$ cat src/rtl/key_expand_serial.sv
// key_expand_serial
//   Byte-serial AES-128 key schedule feeding the encrypt block. The 16-byte
//   cipher key is loaded one byte per clock. Each round_req in READY then
//   streams the next round key one byte per clock. Round key bytes are
//   computed in place in a 16-byte register through a single shared S-box.
//
//   Optional feature macro: KEY_ECHO_EN
//     When defined, each accepted cipher key byte is echoed on key_out with
//     key_out_valid=1 one cycle after capture (round 0).
//
// Ports
//   clock          in   1  system clock, rising edge
//   reset          in   1  asynchronous active-high reset, returns to IDLE
//   key_in         in   8  cipher key byte, byte 0 (w0[31:24]) first
//   key_in_valid   in   1  key_in captured on this edge (IDLE/LOAD/DONE)
//   round_req      in   1  request next round key (sampled in READY only)
//   key_out        out  8  round key byte, registered
//   key_out_valid  out  1  key_out carries a valid byte
//   round_num      out  4  round key last produced (0 = cipher key)
//   busy           out  1  high in LOAD and GEN
//   done           out  1  high once NUM_ROUNDS round keys were streamed
module key_expand_serial #(
  parameter int NUM_ROUNDS = 10
) (
  input  logic       clock,
  input  logic       reset,
  input  logic [7:0] key_in,
  input  logic       key_in_valid,
  input  logic       round_req,
  output logic [7:0] key_out,
  output logic       key_out_valid,
  output logic [3:0] round_num,
  output logic       busy,
  output logic       done
);

  typedef enum logic [2:0] {
    ST_IDLE  = 3'd0,
    ST_LOAD  = 3'd1,
    ST_READY = 3'd2,
    ST_GEN   = 3'd3,
    ST_DONE  = 3'd4
  } state_t;

  localparam logic [3:0] LAST_ROUND = 4'(NUM_ROUNDS);

  // Multiply by x in GF(2^8) modulo the AES polynomial.
  function automatic logic [7:0] xtime(input logic [7:0] a);
    return {a[6:0], 1'b0} ^ (a[7] ? 8'h1b : 8'h00);
  endfunction

  // GF(2^8) product by shift-and-add.
  function automatic logic [7:0] gf_mul(input logic [7:0] a, input logic [7:0] b);
    logic [7:0] p;
    logic [7:0] x;
    p = 8'h00;
    x = a;
    for (int k = 0; k < 8; k++) begin
      if (b[k]) p = p ^ x;
      else      p = p;
      x = xtime(x);
    end
    return p;
  endfunction

  // S-box computed as multiplicative inverse (x^254, 0 maps to 0)
  // followed by the AES affine transform.
  function automatic logic [7:0] sbox(input logic [7:0] x);
    logic [7:0] sq;
    logic [7:0] inv;
    sq  = x;
    inv = 8'h01;
    for (int k = 1; k < 8; k++) begin
      sq  = gf_mul(sq, sq);
      inv = gf_mul(inv, sq);
    end
    return inv ^ {inv[6:0], inv[7]} ^ {inv[5:0], inv[7:6]}
               ^ {inv[4:0], inv[7:5]} ^ {inv[3:0], inv[7:4]} ^ 8'h63;
  endfunction

  state_t     state_q;
  logic [3:0] cnt_q;
  logic [7:0] kreg_q [16];
  logic [7:0] rcon_q;
  logic [7:0] key_out_q;
  logic       key_out_valid_q;
  logic [3:0] round_num_q;
  logic       busy_q;
  logic       done_q;

  logic [7:0] sbox_in_d;
  logic [7:0] sbox_out_d;
  logic [7:0] new_byte_d;

  // The first word of a new round key uses RotWord: byte i reads the last
  // word's byte (i+1)%4. Later words chain on bytes already written back.
  always_comb begin
    sbox_in_d  = kreg_q[{2'b11, cnt_q[1:0] + 2'd1}];
    sbox_out_d = sbox(sbox_in_d);
    new_byte_d = 8'h00;
    if (cnt_q < 4'd4) begin
      new_byte_d = kreg_q[cnt_q] ^ sbox_out_d ^ ((cnt_q == 4'd0) ? rcon_q : 8'h00);
    end else begin
      new_byte_d = kreg_q[cnt_q] ^ kreg_q[cnt_q - 4'd4];
    end
  end

  // Control FSM, key register and registered outputs.
  always_ff @(posedge clock or posedge reset) begin
    if (reset) begin
      state_q         <= ST_IDLE;
      cnt_q           <= 4'd0;
      rcon_q          <= 8'h01;
      key_out_q       <= 8'h00;
      key_out_valid_q <= 1'b0;
      round_num_q     <= 4'd0;
      busy_q          <= 1'b0;
      done_q          <= 1'b0;
      for (int i = 0; i < 16; i++) kreg_q[i] <= 8'h00;
    end else begin
      case (state_q)
        ST_IDLE, ST_DONE: begin
          if (key_in_valid) begin
            kreg_q[0]   <= key_in;
            cnt_q       <= 4'd1;
            state_q     <= ST_LOAD;
            busy_q      <= 1'b1;
            done_q      <= 1'b0;
            round_num_q <= 4'd0;
            rcon_q      <= 8'h01;
`ifdef KEY_ECHO_EN
            key_out_q       <= key_in;
            key_out_valid_q <= 1'b1;
`else
            key_out_valid_q <= 1'b0;
`endif
          end else begin
            key_out_valid_q <= 1'b0;
          end
        end
        ST_LOAD: begin
          if (key_in_valid) begin
            kreg_q[cnt_q] <= key_in;
`ifdef KEY_ECHO_EN
            key_out_q       <= key_in;
            key_out_valid_q <= 1'b1;
`else
            key_out_valid_q <= 1'b0;
`endif
            if (cnt_q == 4'd15) begin
              cnt_q       <= 4'd0;
              state_q     <= ST_READY;
              busy_q      <= 1'b0;
              round_num_q <= 4'd0;
              rcon_q      <= 8'h01;
            end else begin
              cnt_q <= cnt_q + 4'd1;
            end
          end else begin
            key_out_valid_q <= 1'b0;
          end
        end
        ST_READY: begin
          key_out_valid_q <= 1'b0;
          if (round_req) begin
            state_q <= ST_GEN;
            cnt_q   <= 4'd0;
            busy_q  <= 1'b1;
          end else begin
            state_q <= ST_READY;
          end
        end
        ST_GEN: begin
          kreg_q[cnt_q]   <= new_byte_d;
          key_out_q       <= new_byte_d;
          key_out_valid_q <= 1'b1;
          if (cnt_q == 4'd15) begin
            cnt_q       <= 4'd0;
            round_num_q <= round_num_q + 4'd1;
            rcon_q      <= xtime(rcon_q);
            busy_q      <= 1'b0;
            if (round_num_q + 4'd1 == LAST_ROUND) begin
              state_q <= ST_DONE;
              done_q  <= 1'b1;
            end else begin
              state_q <= ST_READY;
            end
          end else begin
            cnt_q <= cnt_q + 4'd1;
          end
        end
        default: begin
          state_q         <= ST_IDLE;
          key_out_valid_q <= 1'b0;
          busy_q          <= 1'b0;
        end
      endcase
    end
  end

  assign key_out       = key_out_q;
  assign key_out_valid = key_out_valid_q;
  assign round_num     = round_num_q;
  assign busy          = busy_q;
  assign done          = done_q;

endmodule

$ cat config.mk
export PLATFORM = sky130hd
export DESIGN_NAME = key_expand_serial
export DESIGN_NICKNAME = d
export VERILOG_FILES = /design/src/rtl/key_expand_serial.sv
export SDC_FILE = /design/constraint.sdc
export NUM_CORES = 1
export LEC_CHECK = 0
export CORE_ASPECT_RATIO = 0.8
export CORE_MARGIN = 10
export CORE_UTILIZATION = 40
export DETAILED_ROUTE_END_ITERATION = 12
export GPL_ROUTABILITY_DRIVEN = 1
export GPL_TIMING_DRIVEN = 0
export PLACE_DENSITY = 0.58
export SYNTH_ARGS = -nofsm -noshare
export SYNTH_HDL_FRONTEND = slang
export SYNTH_SLANG_ARGS = --single-unit
$ cat constraint.sdc
create_clock -name clock -period 25.8 [get_ports clock]
set_input_delay 7.74 -clock clock [delete_from_list [all_inputs] [get_ports clock]]
set_output_delay 7.74 -clock clock [all_outputs]
set_load 0.01 [all_outputs]
==> impl_results.md, run 1 <==
- Status: completed
- Clk buf depth: 2
- Detailed Route Iter0 Violations: 2,546
- Mapped Nets: 2,994
- # diodes: 0
- Crit path largest cell delay: 0.85 ns
- CTS tree: yes
- Largest net degree at the start of global routing: 95
- Crit path capture type: register
- Worst-path fanout max: 19
- Top cell type's share of synthesized area: 15.7%
- CP Data Arrival Time: 24.47 ns
- Max Cap Violations: 0
- CP Class: register to register
- Largest family of logic cells by synthesized area: XOR/XNOR gates
- # clock sinks: 158
- Final slew viol count: 0
- Clock transition at the registers of the reported paths: 0.06 ns
- Post-CTS setup buffer count: 0
- Share of cells above drive strength 1: 13.1%
- CORE AREA: 0.0615 mm^2
- CTS Buf Count: 17
- Global Route Usage Sum: 20.9%
- Die H: 244 um
- Final period utilization: 93.4%
- Adder and majority cell fraction of the synthesized area: 0.901%
- Post-synthesis compound-gate area fraction: 16.2%
- Final-report hold violation count: 0
- Worst path most repeated cell: ha_1
- Die width: 299 um
- Final Wtd Congestion: 0.934
- Clock root buffer: clkbuf_16
- Mux cell area share after synthesis: 11.6%
- Worst path slowest cell: xnor2_1
- Biggest area consumer among synthesized cells: dfrtp_1
- Hold crit path type: register to register
- Post-synth EDFFs: 0
- Port-buffer cells: 25
- #FFs+latches synth: 158
- Fmax: 0.0415 GHz
- Later-pin clock latency in the skew report: 0.43 ns
- CP Launch Type: register
- XOR/XNOR share of the synthesized area: 31.0%
- Ranking of synthesized cells by area: dfrtp_1, xnor2_1, xnor3_1, nor2_1, mux4_2
- TNS Setup: 0 ns
- Nets: 3,038
- Synth Area in Simple Gates: 19.9%
- Max Clock Skew: 0.00912 ns
- Slew @ Worst Pin: 1.23 ns
- Syn avg cell area: 8.43 um^2
- Average wire per standard cell: 20.6 um
- DRC errors left: 0
- Ys async rst share: 100%
- Most used DFF post-synth: dfrtp_1
- Mapped Area: 0.0250 mm^2
- Worst path required time: 26.16 ns
- Vias in the first global route: 21,600
- Slew margin rel.: 17.8%
- # IOs: 27
- Yosys warnings: 0
- Global-route wire length before repair: 125 mm
- Vias after detailed routing: 23,100
- Initial antenna violation count: 0
- Final-report setup violation count: 0
- DR pass1 iterations: 6
- Area Growth Syn to Fin: 7.78%
- Die Area: 0.0729 mm^2
- Tmin final: 24.10 ns
- H-tree level count: 4
- DRT antenna net count: 0
- Rows: 81
- RSZ-0062 raised after global routing: false
- WL final: 79.4 mm
- Cells after Synth: 2,964
- DP HPWL: 60.9 mm
- Initial Util: 40.6%
- Via-to-Cell Ratio: 5.99
- Sequential-to-total area share from yosys stat: 15.8%
- Post-synth cell types: 113
- Grt total ovfl: 0
==> layout make-up <==
class / count / area (um^2)
tap: 830 / 1040
timing repair buffer: 26 / 278
fill: 6043 / 34600
clock inverter: 10 / 139
inverter: 35 / 136
sequential: 158 / 3960
multi-input combinational: 2556 / 19900
clock buffer: 20 / 447
buffer: 214 / 1020
==> path summary, 6_finish.rpt <==
path / slack (ns) / cells past startpoint / to / startpoint
min: 0.48 / 1 / key_out[5] / key_out[5]
max: 1.70 / 76 / kreg_q[82] / cnt_q[1]
max in group asynchronous: 17.10 / 3 / rcon_q[0] / reset
min reg2reg: 0.48 / 1 / key_out[5] / key_out[5]
max reg2reg: 1.70 / 76 / kreg_q[82] / cnt_q[1]
min in group asynchronous: 7.79 / 2 / kreg_q[4] / reset
==> metal layers <==
layer,track usage (%),wire (um),vias to the layer above
met5,0,0,-
met2,31.7,34600,970
met1,31.9,37900,11400
met3,2.08,6070,65
met4,2.98,770,0
li1,-,-,10700
==> cells by family after synthesis <==
group | Yosys count
simple gates | 1073
xor+xnor | 667
compound gates | 592
buf+inv | 250
mux | 206
flops | 158
fa+ha+maj | 18
==> state kept, by name, summed over array words and instances (netlist names) <==
signal and count:
cnt_q 4, key_out 8, round_num 4, rcon_q 8, kreg_q 128, busy 1, key_out_valid 1, state_q 3
done 1
==> repair_timing <==
item / 4_1_cts / 5_1_grt
hold buffers: 0 / 0
resized for setup: 0 / 9
endpoints found under the hold margin: 0 / 0
endpoints found under the setup margin: 0 / 136
==> worst max-delay path, delay by kind of cell (launching register included) <==
kind / cells / cell delay [ns]
AOI/OAI and AO/OA: 9 / 3.00
muxes: 7 / 1.75
buffers and inverters: 21 / 6.42
xor gates and xnor gates: 13 / 5.08
and+or+nand+nor: 20 / 5.27
adders and majority gates: 6 / 2.03
DFF: 1 / 0.39
==> metrics by stage <==
stage                     hold slack (ns)  utilization [%]  worst slack [ns]  cells  cell area, um^2
final                               0.479             43.8              1.70   3849            26900
after global routing                0.497             43.8             0.197   3849            26900
after CTS                           0.479             43.7             0.449   3850            26900
after detailed placement            0.465             42.8             0.545   3820            26300
after global placement              0.456             42.7             0.972   3819            26300
after floorplan                     0.443                -              6.93   2964            25000
==> cell usage after synthesis (17+ instances only) <==
master / instances
a31oi_1: 42
a211oi_1: 24
a21oi_1: 134
nor4_1: 25
a21o_1: 20
xor2_1: 107
xnor2_1: 405
mux4_2: 56
xnor3_1: 75
nand4_1: 40
buf_2: 44
xnor2_2: 37
mux2_2: 90
nor3_1: 103
a22o_1: 23
o31ai_1: 23
nand3_1: 93
or3_1: 17
clkbuf_1: 108
and3_1: 32
nand2b_1: 23
buf_1: 17
and2_1: 21
o21ai_0: 101
nand2_1: 284
o22ai_1: 23
inv_1: 26
o211ai_1: 26
mux2i_1: 57
buf_4: 29
ha_1: 18
nor2_1: 356
dfrtp_1: 157
==> cell usage in the layout (no fill, tap or decap), types with 13 or more instances in the layout <==
cell             netlist  layout
xnor2_1              405     402
nor2_1               356     356
nand2_1              284     284
dfrtp_1              157     157
a21oi_1              134     134
clkbuf_1             108     109
xor2_1               107     107
nor3_1               103     102
o21ai_0              101     101
nand3_1               93      93
mux2_2                90      90
xnor3_1               75      75
mux2i_1               57      57
mux4_2                56      56
buf_2                 44      44
a31oi_1               42      42
xnor2_2               37      40
nand4_1               40      40
and3_1                32      32
buf_4                 29      29
o211ai_1              26      26
inv_1                 26      25
nor4_1                25      25
clkdlybuf4s50_1        0      25
a211oi_1              24      24
o22ai_1               23      23
nand2b_1              23      23
a22o_1                23      23
o31ai_1               23      23
and2_1                21      21
a21o_1                20      20
ha_1                  18      18
or3_1                 17      17
clkbuf_16              0      17
buf_1                 17      16
o21ai_1               15      15
o21a_1                15      15
nor2b_1               14      14
xor2_2                14      14
or2_2                 13      13
Power of run 1 is not shown: default switching activity piles up to over one toggle a cycle in this logic, so the estimate is an artifact.
==> inputs of run 2 (changes only) <==
--- a/config.mk
+++ b/config.mk
@@ -7,11 +7,11 @@
 export LEC_CHECK = 0
 export CORE_ASPECT_RATIO = 0.8
 export CORE_MARGIN = 10
-export CORE_UTILIZATION = 40
+export CORE_UTILIZATION = 45
 export DETAILED_ROUTE_END_ITERATION = 12
 export GPL_ROUTABILITY_DRIVEN = 1
 export GPL_TIMING_DRIVEN = 0
-export PLACE_DENSITY = 0.58
+export PLACE_DENSITY = 0.63
 export SYNTH_ARGS = -nofsm -noshare
 export SYNTH_HDL_FRONTEND = slang
 export SYNTH_SLANG_ARGS = --single-unit
==> run 2 against run 1 <==
Net effect:
- hold slack about the same
- die area shrank 10%
- non-clock buffer count grew 1
- final cell count decreased by 2.0%
==> impl_results.md, run 2 (synthesized netlist as in run 1, its figures left out) <==
- Status: completed
- CORE AREA: 0.0551 mm^2
- Initial antenna violation count: 0
- Grt total ovfl: 0
- Largest net degree at the start of global routing: 91
- Multi-input logic area: 0.0199 mm^2
- Area Growth Syn to Fin: 7.38%
- # IOs: 27
- Kind of cell adding the most delay to the critical path: simple AND/OR/NAND/NOR gates
- # diodes: 0
- Worst path required time: 26.17 ns
- Vias after detailed routing: 23,100
- Final-report setup violation count: 0
- Final slew viol count: 0
- Clock transition at the registers of the reported paths: 0.06 ns
- Crit path capture type: register
- Global Route Usage Sum: 23.1%
- Commonest non-fill, non-tap cell in the layout: xnor2_1
- Slew margin rel.: 15.5%
- Max Cap Violations: 0
- HP Start: key_out[5]
- DR top layer: met4
- Worst path buffer plus inverter count: 21
- Initial Util: 45.3%
- Crit path largest cell delay: 0.97 ns
- DP HPWL: 60.3 mm
- Fill cells: 5,246
- Die H: 231 um
- H-tree level count: 4
- DRT antenna net count: 0
- Clock root buffer: clkbuf_16
- Port-buffer cells: 25
- Hold crit path type: register to register
- Place WS: 0.836 ns
- RSZ-0062 raised after global routing: false
- # clock sinks: 158
- Later-pin clock latency in the skew report: 0.44 ns
- DR pass1 iterations: 6
- Final period utilization: 94.9%
- Met1 Wirelength: 37.4 mm
- Die width: 283 um
- Nets: 3,039
- CP Class: register to register
- Fmax: 0.0408 GHz
- Cell depth of the worst min-delay path: 1
- Vias in the first global route: 21,800
- Reg2Reg Capture Point: kreg_q[7]
- Max FFs per register: 128
- Hold worst-path end: key_out[5]
- Global-route wire length before repair: 125 mm
- Largest reg by FF count: kreg_q
- Rows: 77
- Via-to-Cell Ratio: 6.12
- Worst-path fanout max: 10
- DRC errors left: 0
- TNS Setup: 0 ns
- CP Launch Type: register
- CP Data Arrival Time: 24.85 ns
- Reg2reg setup slack: 1.32 ns
- Worst r2r src: cnt_q[1]
- Met2 WL post-DR: 33.6 mm
- Worst R2R Path Depth: 78
- Worst path slowest cell: nor2_1
- Final worst slack: 1.32 ns
- Met3 WL: 6.62 mm
- Die Area: 0.0654 mm^2
- Worst path most repeated cell: clkbuf_1
- CTS Buf Count: 17
- Max Clock Skew: 0.0156 ns
- FF+latch area: 0.00396 mm^2
- Share of cells above drive strength 1: 13.2%
- Final Wtd Congestion: 0.937
- Commonest non-fill, non-tap cells in the layout: xnor2_1, nor2_1, nand2_1
- Tmin final: 24.48 ns
- Detailed Route Iter0 Violations: 2,430
- Average wire per standard cell: 20.8 um
- CTS tree: yes
- Clk buf depth: 2
- Slew @ Worst Pin: 1.26 ns
- WL final: 78.5 mm
- Post-CTS setup buffer count: 0
- Final-report hold violation count: 0
-- run 2: cell count changes in the layout (fill, tap and decap cells not counted), moves of 2 or more --
cell | before | now
bufinv_16 | 3 | 1
clkbuf_2 | 11 | 13
clkbuf_8 | 1 | 3
clkinv_2 | 3 | 1
inv_6 | 2 | 4
-- run 2: final cells by class --
class,instances,area share (%)
multi-input cells,2556,74.2
flip-flops and latches,158,14.7
plain buffers,215,3.84
well taps,750,3.50
clock buffers,22,1.77
repair buffers,26,1.04
inverters,35,0.508
clock inverters,10,0.382
-- run 2: metal layers --
| metal | track usage, % | up-vias |
|---|---|---|
| met3 | 3.77 | 83 |
| met5 | 0 | - |
| met2 | 34.5 | 1007 |
| met1 | 34.8 | 11300 |
| li1 | - | 10700 |
| met4 | 3.95 | 0 |
-- run 2: repair_timing --
item                       4_1_cts  5_1_grt
hold buffers                     0        0
setup endpoints to repair        0      136
resized for setup                0       10
-- run 2: worst max-delay path by stage --
stage,start,end,slack (ns),depth (start not counted)
after global placement,cnt_q[1],kreg_q[82],1.07,76
after global routing,cnt_q[1],kreg_q[66],0.02,78
final,cnt_q[1],kreg_q[7],1.32,78
after CTS,cnt_q[1],kreg_q[90],0.70,76
after detailed placement,cnt_q[1],kreg_q[90],0.84,76
after floorplan,cnt_q[1],kreg_q[40],6.93,77
-- run 2: stage by stage --
step	std cells	util (%)	instance area (um^2)	hold slack (ns)
floorplan	2964	-	25000	0.443
global placement	3739	47.5	26200	0.456
detailed placement	3740	47.6	26200	0.466
CTS	3772	48.6	26800	0.481
global route	3772	48.7	26800	0.503
finish	3772	48.7	26800	0.479
Power of run 2 is left out for the same reason.
